**src/rtl/idu_inst_buffer.sv**
```systemverilog
// Circular instruction buffer between the IFU and the decoder.
// Accepts two-entry fetch bundles, presents the two oldest entries per cycle.
module idu_inst_buffer #(
    parameter int PC_WIDTH   = 32,
    parameter int INST_WIDTH = 32,
    parameter int DEPTH      = 8,
    parameter int PTR_W      = 3
) (
    input  logic                  clk,
    input  logic                  rst_n,
    input  logic                  ifu_idu_pipe_vld,
    input  logic [PC_WIDTH-1:0]   ifu_idu_pc_1,
    input  logic [PC_WIDTH-1:0]   ifu_idu_pc_2,
    input  logic [INST_WIDTH-1:0] ifu_idu_inst_1,
    input  logic [INST_WIDTH-1:0] ifu_idu_inst_2,
    input  logic                  ifu_idu_pc_unalign_1,
    input  logic                  ifu_idu_pc_unalign_2,
    input  logic                  iex_ifu_bru_flush,
    input  logic [1:0]            dec_ibuf_pop,
    output logic                  idu_ifu_instBuffer_full,
    output logic                  ibuf_dec_vld_1,
    output logic                  ibuf_dec_vld_2,
    output logic [PC_WIDTH-1:0]   ibuf_dec_pc_1,
    output logic [PC_WIDTH-1:0]   ibuf_dec_pc_2,
    output logic [INST_WIDTH-1:0] ibuf_dec_inst_1,
    output logic [INST_WIDTH-1:0] ibuf_dec_inst_2,
    output logic                  ibuf_dec_unalign_1,
    output logic                  ibuf_dec_unalign_2,
    output logic [PTR_W:0]        ibuf_count,
    output logic                  ibuf_overflow
);

    typedef struct packed {
        logic [PC_WIDTH-1:0]   pc;
        logic [INST_WIDTH-1:0] inst;
        logic                  unalign;
    } entry_t;

    localparam logic [PTR_W:0] FULL_THR = (PTR_W+1)'(DEPTH - 2);
    localparam logic [PTR_W:0] TWO      = (PTR_W+1)'(2);

    entry_t             mem_q [DEPTH];
    logic [PTR_W:0]     rd_ptr_q, rd_ptr_d;
    logic [PTR_W:0]     wr_ptr_q, wr_ptr_d;
    logic               ovf_q, ovf_d;
    logic [PTR_W:0]     count;
    logic               full;
    logic               push_en;
    logic [1:0]         pop_req;
    logic [PTR_W:0]     pop_eff;
    logic [PTR_W-1:0]   wr_idx_1, wr_idx_2, rd_idx_1, rd_idx_2;
    entry_t             head_1, head_2;

    // Wrap bit in the pointer MSB makes the modular difference the occupancy.
    assign count    = wr_ptr_q - rd_ptr_q;
    assign full     = count > FULL_THR;
    assign push_en  = ifu_idu_pipe_vld && !full && !iex_ifu_bru_flush;
    assign pop_req  = (dec_ibuf_pop == 2'd3) ? 2'd2 : dec_ibuf_pop;
    assign pop_eff  = ((PTR_W+1)'(pop_req) > count) ? count : (PTR_W+1)'(pop_req);

    assign wr_idx_1 = wr_ptr_q[PTR_W-1:0];
    assign wr_idx_2 = PTR_W'(wr_ptr_q + 1'b1);
    assign rd_idx_1 = rd_ptr_q[PTR_W-1:0];
    assign rd_idx_2 = PTR_W'(rd_ptr_q + 1'b1);

    always_comb begin
        rd_ptr_d = rd_ptr_q;
        wr_ptr_d = wr_ptr_q;
        ovf_d    = ovf_q;
        if (iex_ifu_bru_flush) begin
            rd_ptr_d = '0;
            wr_ptr_d = '0;
        end else begin
            rd_ptr_d = rd_ptr_q + pop_eff;
            if (push_en)
                wr_ptr_d = wr_ptr_q + TWO;
            if (ifu_idu_pipe_vld && full)
                ovf_d = 1'b1;
        end
    end

    always_ff @(posedge clk or negedge rst_n) begin
        if (!rst_n) begin
            rd_ptr_q <= '0;
            wr_ptr_q <= '0;
            ovf_q    <= 1'b0;
        end else begin
            rd_ptr_q <= rd_ptr_d;
            wr_ptr_q <= wr_ptr_d;
            ovf_q    <= ovf_d;
        end
    end

    // Storage carries no reset; stale contents are hidden by the vld masking.
    always_ff @(posedge clk) begin
        if (push_en) begin
            mem_q[wr_idx_1] <= '{pc: ifu_idu_pc_1, inst: ifu_idu_inst_1,
                                 unalign: ifu_idu_pc_unalign_1};
            mem_q[wr_idx_2] <= '{pc: ifu_idu_pc_2, inst: ifu_idu_inst_2,
                                 unalign: ifu_idu_pc_unalign_2};
        end
    end

    assign ibuf_dec_vld_1 = (count >= (PTR_W+1)'(1));
    assign ibuf_dec_vld_2 = (count >= TWO);
    assign head_1         = ibuf_dec_vld_1 ? mem_q[rd_idx_1] : '0;
    assign head_2         = ibuf_dec_vld_2 ? mem_q[rd_idx_2] : '0;

    assign ibuf_dec_pc_1           = head_1.pc;
    assign ibuf_dec_pc_2           = head_2.pc;
    assign ibuf_dec_inst_1         = head_1.inst;
    assign ibuf_dec_inst_2         = head_2.inst;
    assign ibuf_dec_unalign_1      = head_1.unalign;
    assign ibuf_dec_unalign_2      = head_2.unalign;
    assign ibuf_count              = count;
    assign ibuf_overflow           = ovf_q;
    assign idu_ifu_instBuffer_full = full;

endmodule

```
**config.mk**
```make
export PLATFORM = sky130hd
export DESIGN_NAME = idu_inst_buffer
export DESIGN_NICKNAME = d
export VERILOG_FILES = /design/src/rtl/idu_inst_buffer.sv
export SDC_FILE = /design/constraint.sdc
export NUM_CORES = 1
export LEC_CHECK = 0
export CORE_ASPECT_RATIO = 0.5
export CORE_MARGIN = 4
export CORE_UTILIZATION = 42
export CTS_CLUSTER_DIAMETER = 50
export DETAILED_ROUTE_END_ITERATION = 12
export PLACE_DENSITY = 0.68
export SLEW_MARGIN = 20
export SYNTH_ARGS = -nofsm -noshare
export SYNTH_HDL_FRONTEND = slang
export SYNTH_SLANG_ARGS = --single-unit
```
**constraint.sdc**
```tcl
create_clock -name clk -period 7.9 [get_ports clk]
set_input_delay 1.58 -clock clk [delete_from_list [all_inputs] [get_ports clk]]
set_output_delay 1.58 -clock clk [all_outputs]
set_load 0.005 [all_outputs]
```
### Yosys cells after proc, flatten, opt, wreduce, memory -nomap -nowiden

Memory sizes are Yosys's and may differ from the RTL's.
Cells that the tools add are included.

| word-level totals | value |
|---|---|
| bits in writable memories | 520 |
| output and inout port bits | 138 |
| logic and storage cells | 31 |
| bits of input ports | 136 |
| memories | 1 |
| bits in registers | 9 |

Memories:

| name | words | bits a word | read ports | clocked after Yosys merged registers in | write ports | RTL line | RTL |
|---|---|---|---|---|---|---|---|
| mem_q | 8 | 65 | 2 | 0 | 2 | 42 | `entry_t mem_q [DEPTH];` |

| operators by class | value |
|---|---|
| add/subtract/negate cells | 5 |
| order comparisons | 4 |
| reduce and logical (&&, ||, !) cells | 7 |
| bitwise gates (word level) | 1 |
| equality and inequality tests | 1 |
| mux-type cells | 9 |

Operator list:

| kind | number |
|---|---|
| 2-to-1 mux 65 bit | 2 |
| 2-to-1 mux 4 bit | 4 |
| adder 3 x 1 -> 3 bit, second input constant | 2 |
| adder 4 x 2 -> 4 bit, second input constant | 1 |
| adder 4 bit | 1 |
| greater-or-equal comparator 4 x 1 -> 1 bit, second input constant | 1 |
| greater-or-equal comparator 4 x 2 -> 1 bit, second input constant | 1 |
| greater-than comparator 2 x 4 -> 1 bit | 1 |
| greater-than comparator 4 x 3 -> 1 bit, second input constant | 1 |
| subtractor 4 bit | 1 |
| logical AND 1 bit | 3 |
| == test 2 bit, second input constant | 1 |
| logical NOT 1 bit | 2 |
| 2-to-1 mux 1 bit | 2 |
| 2-to-1 mux 2 bit | 1 |
| AND reduction 2 bit | 1 |
| nonzero test 2 bit | 1 |
| NOT 1 bit | 1 |

### Logic depth before layout (Yosys ltp)

Gate-level depths: netlist of the first run.

| logic depth | value |
|---|---|
| depth in word-level cells | 7 |
| depth in mapped cells | 15 |
| mapped depth without buffers | 12 |

### Worst setup path after synthesis of the first run

OpenSTA, ideal clock, no wires.

| timing | value |
|---|---|
| path kind | register to register |
| start point | register rd_ptr_q[1] |
| end point | memory mem_q[0][0] in the netlist's numbering, enable pin |
| setup time | 488 ps |
| required time | 7412 ps |
| stages on the path, launching flop included | 11 |
| buffers on the path | 4 |
| clock period less this slack | 5568 ps |
| slack | 2332 ps |
| arrival | 5080 ps |
| path through | dfrtp_1 clkbuf_1 clkbuf_1 buf_2 inv_1 ha_1 nor2b_1 o211ai_1 nand4_2 clkbuf_1 nor2_1 |

RTL lines:

| what | RTL line | RTL |
|---|---|---|
| from (decl) | 43 | `logic [PTR_W:0] rd_ptr_q, rd_ptr_d;` |
| from (signal assigned) | 88 | `rd_ptr_q <= rd_ptr_d;` |
| to (decl) | 42 |  |

### Worst setup path after layout of the first run

| timing | value |
|---|---|
| start point | register rd_ptr_q[1] |
| end point | output port ibuf_dec_pc_1[12] |

| between the ends | value |
|---|---|
| longest elaborated chain between the ends | 3 |
| elaborated cells on any way between the ends | 4 |
| classes of those cells | add/sub (1); order compare (1); mux (1); memory (1) |

Ends and longest elaborated chain:

| what | RTL line | RTL |
|---|---|---|
| subtractor 4 bit | 55 | `assign count = wr_ptr_q - rd_ptr_q;` |
| greater-or-equal comparator 4 x 1 -> 1 bit | 104 | `assign ibuf_dec_vld_1 = (count >= (PTR_W+1)'(1));` |
| 2-to-1 mux 65 bit * | 106 | `assign head_1 = ibuf_dec_vld_1 ? mem_q[rd_idx_1] : '0;` |
| to (decl) | 23 | `output logic [PC_WIDTH-1:0] ibuf_dec_pc_1,` |

Mark *: on every way between the ends. The rest lies on a longest branch, timed or not.

==> results_dict.tcl, run 1 <==
set metrics [dict create \
    die_y_um 190 \
    post-place-cells 2712 \
    power.density_nw_per_um2 412 \
    detailedRoute.firstIterationViolations 1088 \
    stdcell_count 2821 \
    chipWidth_um 372 \
    row_count 66 \
    worst_slew_pin_tran_ps 1020 \
    pin_count_of_the_biggest_net_entering_global_routing 159 \
    route.top_layer_used "met4" \
    critical_path_peak_fanout 51 \
    ant_nets 0 \
    period_minus_slack_ps 5990 \
    yosys_register_bits 528 \
    worst-endpoint-arrival_ps 4410 \
    synth_top_cell_area_share 0.561 \
    avgSynthCellArea_um2 16.1 \
    synth_top_cells_by_count "edfxtp_1, nand2_1, mux4_2" \
    cts-root-to-sink-buffers 3 \
    report.final.setup_viol 0 \
    port_buffers 273 \
    cts_made_buffers 53 \
    starting_utilization_of_the_core_area 0.426 \
    buffer_cell_driving_the_clock_tree_root "clkbuf_16" \
    synth.lib_cells_used.distinct 33 \
    power.leakage_nw 10.4 \
    clock_latency_ps 580 \
    antenna_violations_before_repair 9 \
    end_kind "output pin" \
    total_global_routing_track_utilization 0.198 \
    timing.critical_path.required_ps 6320 \
    min_path_type "reg -> reg" \
    vias 16217 \
    final_weighted_congestion_in_routability_driven_placement 0.765 \
    post-cts-setup-buffer-count 0 \
    rsz_0062_raised_after_global_routing "no" \
    drv_slew 0 \
    detail_route.wirelength.met1_um 26700 \
    max_freq_mhz 167 \
    final.setup.tns_ps 0 \
    relSlewSlack 0.317 \
    area_growth_pct 18.7 \
    drc_errors 0 \
    post_cts_hold_buffer_count 0 \
    synth.yosys.seq_area_share 0.568 \
    met3WireLength_um 2740 \
    cts-htree-levels 2 \
    global_route.overflow_total 0 \
    worstSetupStartpointType "register" \
    layout_worst_path_cycle_share 0.758 \
    cts_sinks 528 \
    vdd_ir_drop_max_v 0.000492 \
    wl_per_cell_um 25.1 \
    yosys-top-cells-area "edfxtp_1, mux4_2, mux2_2" \
    grt_pass1_vias 16988 \
    worst_setup_hold_path_clk_slew_ps 60 \
    die_area_um2 70700 \
    wl_met2_um 39200 \
    mappedNetlistArea_um2 27800 \
    yosys.area.top_type "edfxtp_1" \
    tritoncts "built" \
    syn_nets 1879 \
    global_route_wire_length_before_repair_um 105000 \
    finalNetCount 2038 \
    outcome "completed" \
    synth_edf_count 520 \
    ys.flop_type "edfxtp_1" \
    max-cap-violations 0 \
    viasPerCell 5.75 \
    cp_class "reg -> out" \
    finalWirelength_um 70800 \
    cts_repair_resize_count 0 \
    pin_count 274 \
    first_pass_iters 5 \
    final_layout_size_suffix_gt1_frac 0.318 \
    core_area_um2 65300 \
    postSynth.asyncResetShare 0.0152 \
    fin_worst_skew_ps 14.7 \
    dp_hpwl_um 41900 \
    synthMostInstantiatedCell "edfxtp_1" \
    synth_cells 1725 \
    ys_warn_count 0 \
    report.final.hold_viol_count 0 \
]
==> routing by layer <==
metal	vias up	global-route usage
met5	-	0
met4	0	0.0703
met3	130	0.0214
met2	403	0.371
met1	8548	0.237
li1	7136	-
==> state kept, by name, indices dropped and copies added (netlist names) <==
register       count
wr_ptr_q           3
rd_ptr_q           4
mem_q            520
ibuf_overflow      1
==> path summary, 6_finish.rpt <==
kind	start	endpoint	slack, ps	cells after the start
max	rd_ptr_q[1]	ibuf_dec_pc_1[12]	1910	9
min	ibuf_overflow	ibuf_overflow	530	1
max reg2reg	rd_ptr_q[1]	mem_q[1][47]	2980	8
min reg2reg	ibuf_overflow	ibuf_overflow	530	1
max in group asynchronous	rst_n	rd_ptr_q[1]	6280	1
min in group asynchronous	rst_n	rd_ptr_q[3]	1300	1
==> cells in the final DEF (no fill, tap or decap), drive strengths merged, types with 8 or more instances in the layout <==
master,n
ha,16
diode,9
mux2,261
a21oi,136
edfxtp,520
clkbuf,60
inv,18
bufinv,9
buf,29
clkdlybuf4s50,273
clkinv,22
mux4,260
dfrtp,8
nor2,14
nand2,266
==> where the power goes <==
part	internal [W]	leakage, nW	switching (W)
Clock	0.00154	0.890	0.00109
Combinational	0.00378	4.73	0.00353
Sequential	0.00343	4.79	0.000248
==> through the flow <==
stage / area (µm²) / hold slack (ps) / worst slack, ps / util / total power, W
after floorplan: 27800 / 451 / 2330 / - / 0.00765
after global placement: 31200 / 513 / 2470 / 0.477 / 0.0111
after detailed placement: 31200 / 518 / 2430 / 0.477 / 0.0111
after CTS: 33000 / 536 / 1810 / 0.505 / 0.0138
after global routing: 33000 / 542 / 1570 / 0.506 / 0.0143
final: 33000 / 530 / 1910 / 0.506 / 0.0136
==> worst max-delay path, stage by stage, from the launching register on <==
cell	delay, ps
dfrtp_4	990
inv_1	200
ha_1	400
nand2b_1	90
a21oi_1	220
xnor2_2	170
nor4b_4	260
buf_4	760
a21oi_1	190
clkdlybuf4s50_1	520
==> kinds of logic after synthesis <==
logic type / after synthesis / synth area share
flops: 528 / 0.568
mux: 524 / 0.317
simple gates: 292 / 0.0410
buf+inv: 211 / 0.0349
compound gates: 143 / 0.0268
fa+ha+maj: 18 / 0.00863
xor+xnor: 8 / 0.00306
other cells: 1 / 0.000135
==> layout make-up <==
cell class                      count  area (µm²)
Multi-Input combinational cell    986       11200
Clock inverter                     39         447
Sequential cell                   528       15800
Timing Repair Buffer              302        3060
Antenna cell                        9        22.5
Inverter                           13        48.8
Fill cell                        5370       32300
Clock buffer                       60        1360
Tap cell                          884        1110
No activity file was read; power rests on OpenSTA's default activity.
==> run 2, diff against run 1 <==
- PLACE_DENSITY: 0.68 -> 0.7
- clock period: 7.9 -> 5.3 ns (I/O delays scaled with it)
==> run 2 against run 1 <==
Against the previous run:
- critical path type unchanged
- sequential share of layout area shrank 0.12 points
- total power grew 48%
- setup slack got worse by 1500 ps
- critical path depth is the same
- non-clock buffer count is 13 higher
- combinational power rose by 53%
- routed wire length is 0.91% higher
- clock power is 38% higher
==> results_dict.tcl, run 2 (same netlist as run 1, synthesis figures left out) <==
set metrics [dict create \
    outcome "completed" \
    largest_registers_ranked_by_flip_flop_count "mem_q (520), rd_ptr_q (4), wr_ptr_q (3)" \
    layout_common_cells "edfxtp_1, clkdlybuf4s50_1, nand2_1, mux4_2, mux2_2" \
    max_freq_mhz 207 \
    buffer_cell_driving_the_clock_tree_root "clkbuf_16" \
    power.leakage_nw 10.5 \
    max-cap-violations 0 \
    rsz_0062_raised_after_global_routing "no" \
    starting_utilization_of_the_core_area 0.426 \
    pin_count_of_the_biggest_net_entering_global_routing 129 \
    largest_register "mem_q" \
    cts_repair_resize_count 0 \
    min_path_type "reg -> reg" \
    worstSetupStartpointType "register" \
    fin_worst_skew_ps 19.3 \
    final_weighted_congestion_in_routability_driven_placement 0.810 \
    row_count 66 \
    die_y_um 190 \
    post-cts-setup-buffer-count 0 \
    end_kind "output pin" \
    worst_setup_hold_path_clk_slew_ps 60 \
    area_growth_pct 19.0 \
    timing.critical_path.required_ps 4240 \
    pin_count 274 \
    dp_hpwl_um 42800 \
    final_layout_size_suffix_gt1_frac 0.319 \
    chipWidth_um 372 \
    worst-endpoint-arrival_ps 3780 \
    die_area_um2 70700 \
    report.final.hold_viol_count 0 \
    drc_errors 0 \
    tritoncts "built" \
    worst_slew_pin_tran_ps 1000 \
    wl_per_cell_um 25.3 \
    ant_nets 0 \
    cts_made_buffers 53 \
    period_minus_slack_ps 4840 \
    cts-htree-levels 2 \
    global_route_wire_length_before_repair_um 107000 \
    cp_class "reg -> out" \
    total_global_routing_track_utilization 0.201 \
    stdcell_count 2831 \
    critical_path_peak_fanout 33 \
    relSlewSlack 0.331 \
    post-place-cells 2725 \
    report.final.setup_viol 0 \
    final.setup.tns_ps 0 \
    port_buffers 273 \
    cts_sinks 528 \
    first_pass_iters 5 \
    post_cts_hold_buffer_count 0 \
    finalNetCount 2051 \
    clock_latency_ps 580 \
    vias 16323 \
    power.density_nw_per_um2 610 \
    post-route-util 0.507 \
    largest_register_ffs 520 \
    global_route.overflow_total 0 \
    detailedRoute.firstIterationViolations 1267 \
    cts-root-to-sink-buffers 3 \
    nFillCells 5288 \
    antenna_violations_before_repair 9 \
    finalWirelength_um 71500 \
    core_area_um2 65300 \
    viasPerCell 5.77 \
    layout.cells.most_common "edfxtp_1" \
    grt_pass1_vias 17336 \
    layout_worst_path_cycle_share 0.913 \
    vdd_ir_drop_max_v 0.000616 \
    drv_slew 0 \
]
## run 2: cell count changes in the layout (fill, tap and decap cells not counted), moves of 3 or more
cell,change
clkinvlp_4,-3
clkinv_1,+4
clkinv_2,+5
inv_6,-3
bufinv_16,-5
buf_12,+13
## run 2: final timing paths
check	startpoint	end	slack, ps	depth (start not counted)
setup / recovery	rd_ptr_q[1]	ibuf_dec_inst_1[18]	460	9
hold / removal	ibuf_overflow	ibuf_overflow	460	1
setup reg to reg	rd_ptr_q[1]	mem_q[7][9]	1350	9
hold reg to reg	ibuf_overflow	ibuf_overflow	460	1
max in group asynchronous	rst_n	rd_ptr_q[0]	4230	1
min in group asynchronous	rst_n	rd_ptr_q[1]	760	1
## run 2: power by group
group,switching [W],internal (W)
logic,0.00543,0.00579
registers,0.000240,0.00512
clock network,0.00160,0.00202
## run 2: layout make-up
class,instances,area [µm²],area share
multi-input cells,986,11200,0.337
clock inverters,36,279,0.00843
well taps,884,1110,0.0334
clock buffers,60,1350,0.0409
diodes,9,22.5,0.000680
repair buffers,315,3320,0.100
flip-flops and latches,528,15800,0.478
inverters,13,48.8,0.00147
## run 2: per-stage QoR
step	worst slack (ps)	hold slack [ps]	cell area [µm²]	power [W]
global route	188	483	33100	0.0213
finish	461	455	33100	0.0202
global placement	1060	443	31400	0.0167
CTS	394	457	33100	0.0204
detailed placement	1030	446	31400	0.0168
floorplan	-268	451	27800	0.0114
## run 2: metal layers
layer	track usage	share of wire	up-vias
met4	0.0801	0.038	0
met2	0.371	0.54	497
met5	0	0	-
li1	-	-	7154
met3	0.0264	0.051	153
met1	0.239	0.37	8519
## run 2: worst max-delay path: stages, from the launching register on
cell and delay [ps]:
dfrtp_4 760, inv_1 180, ha_1 370, nand2b_1 90, a21oi_1 220, xnor2_2 170, nor4b_4 340, buf_4 450
a21oi_1 90, clkdlybuf4s50_1 490
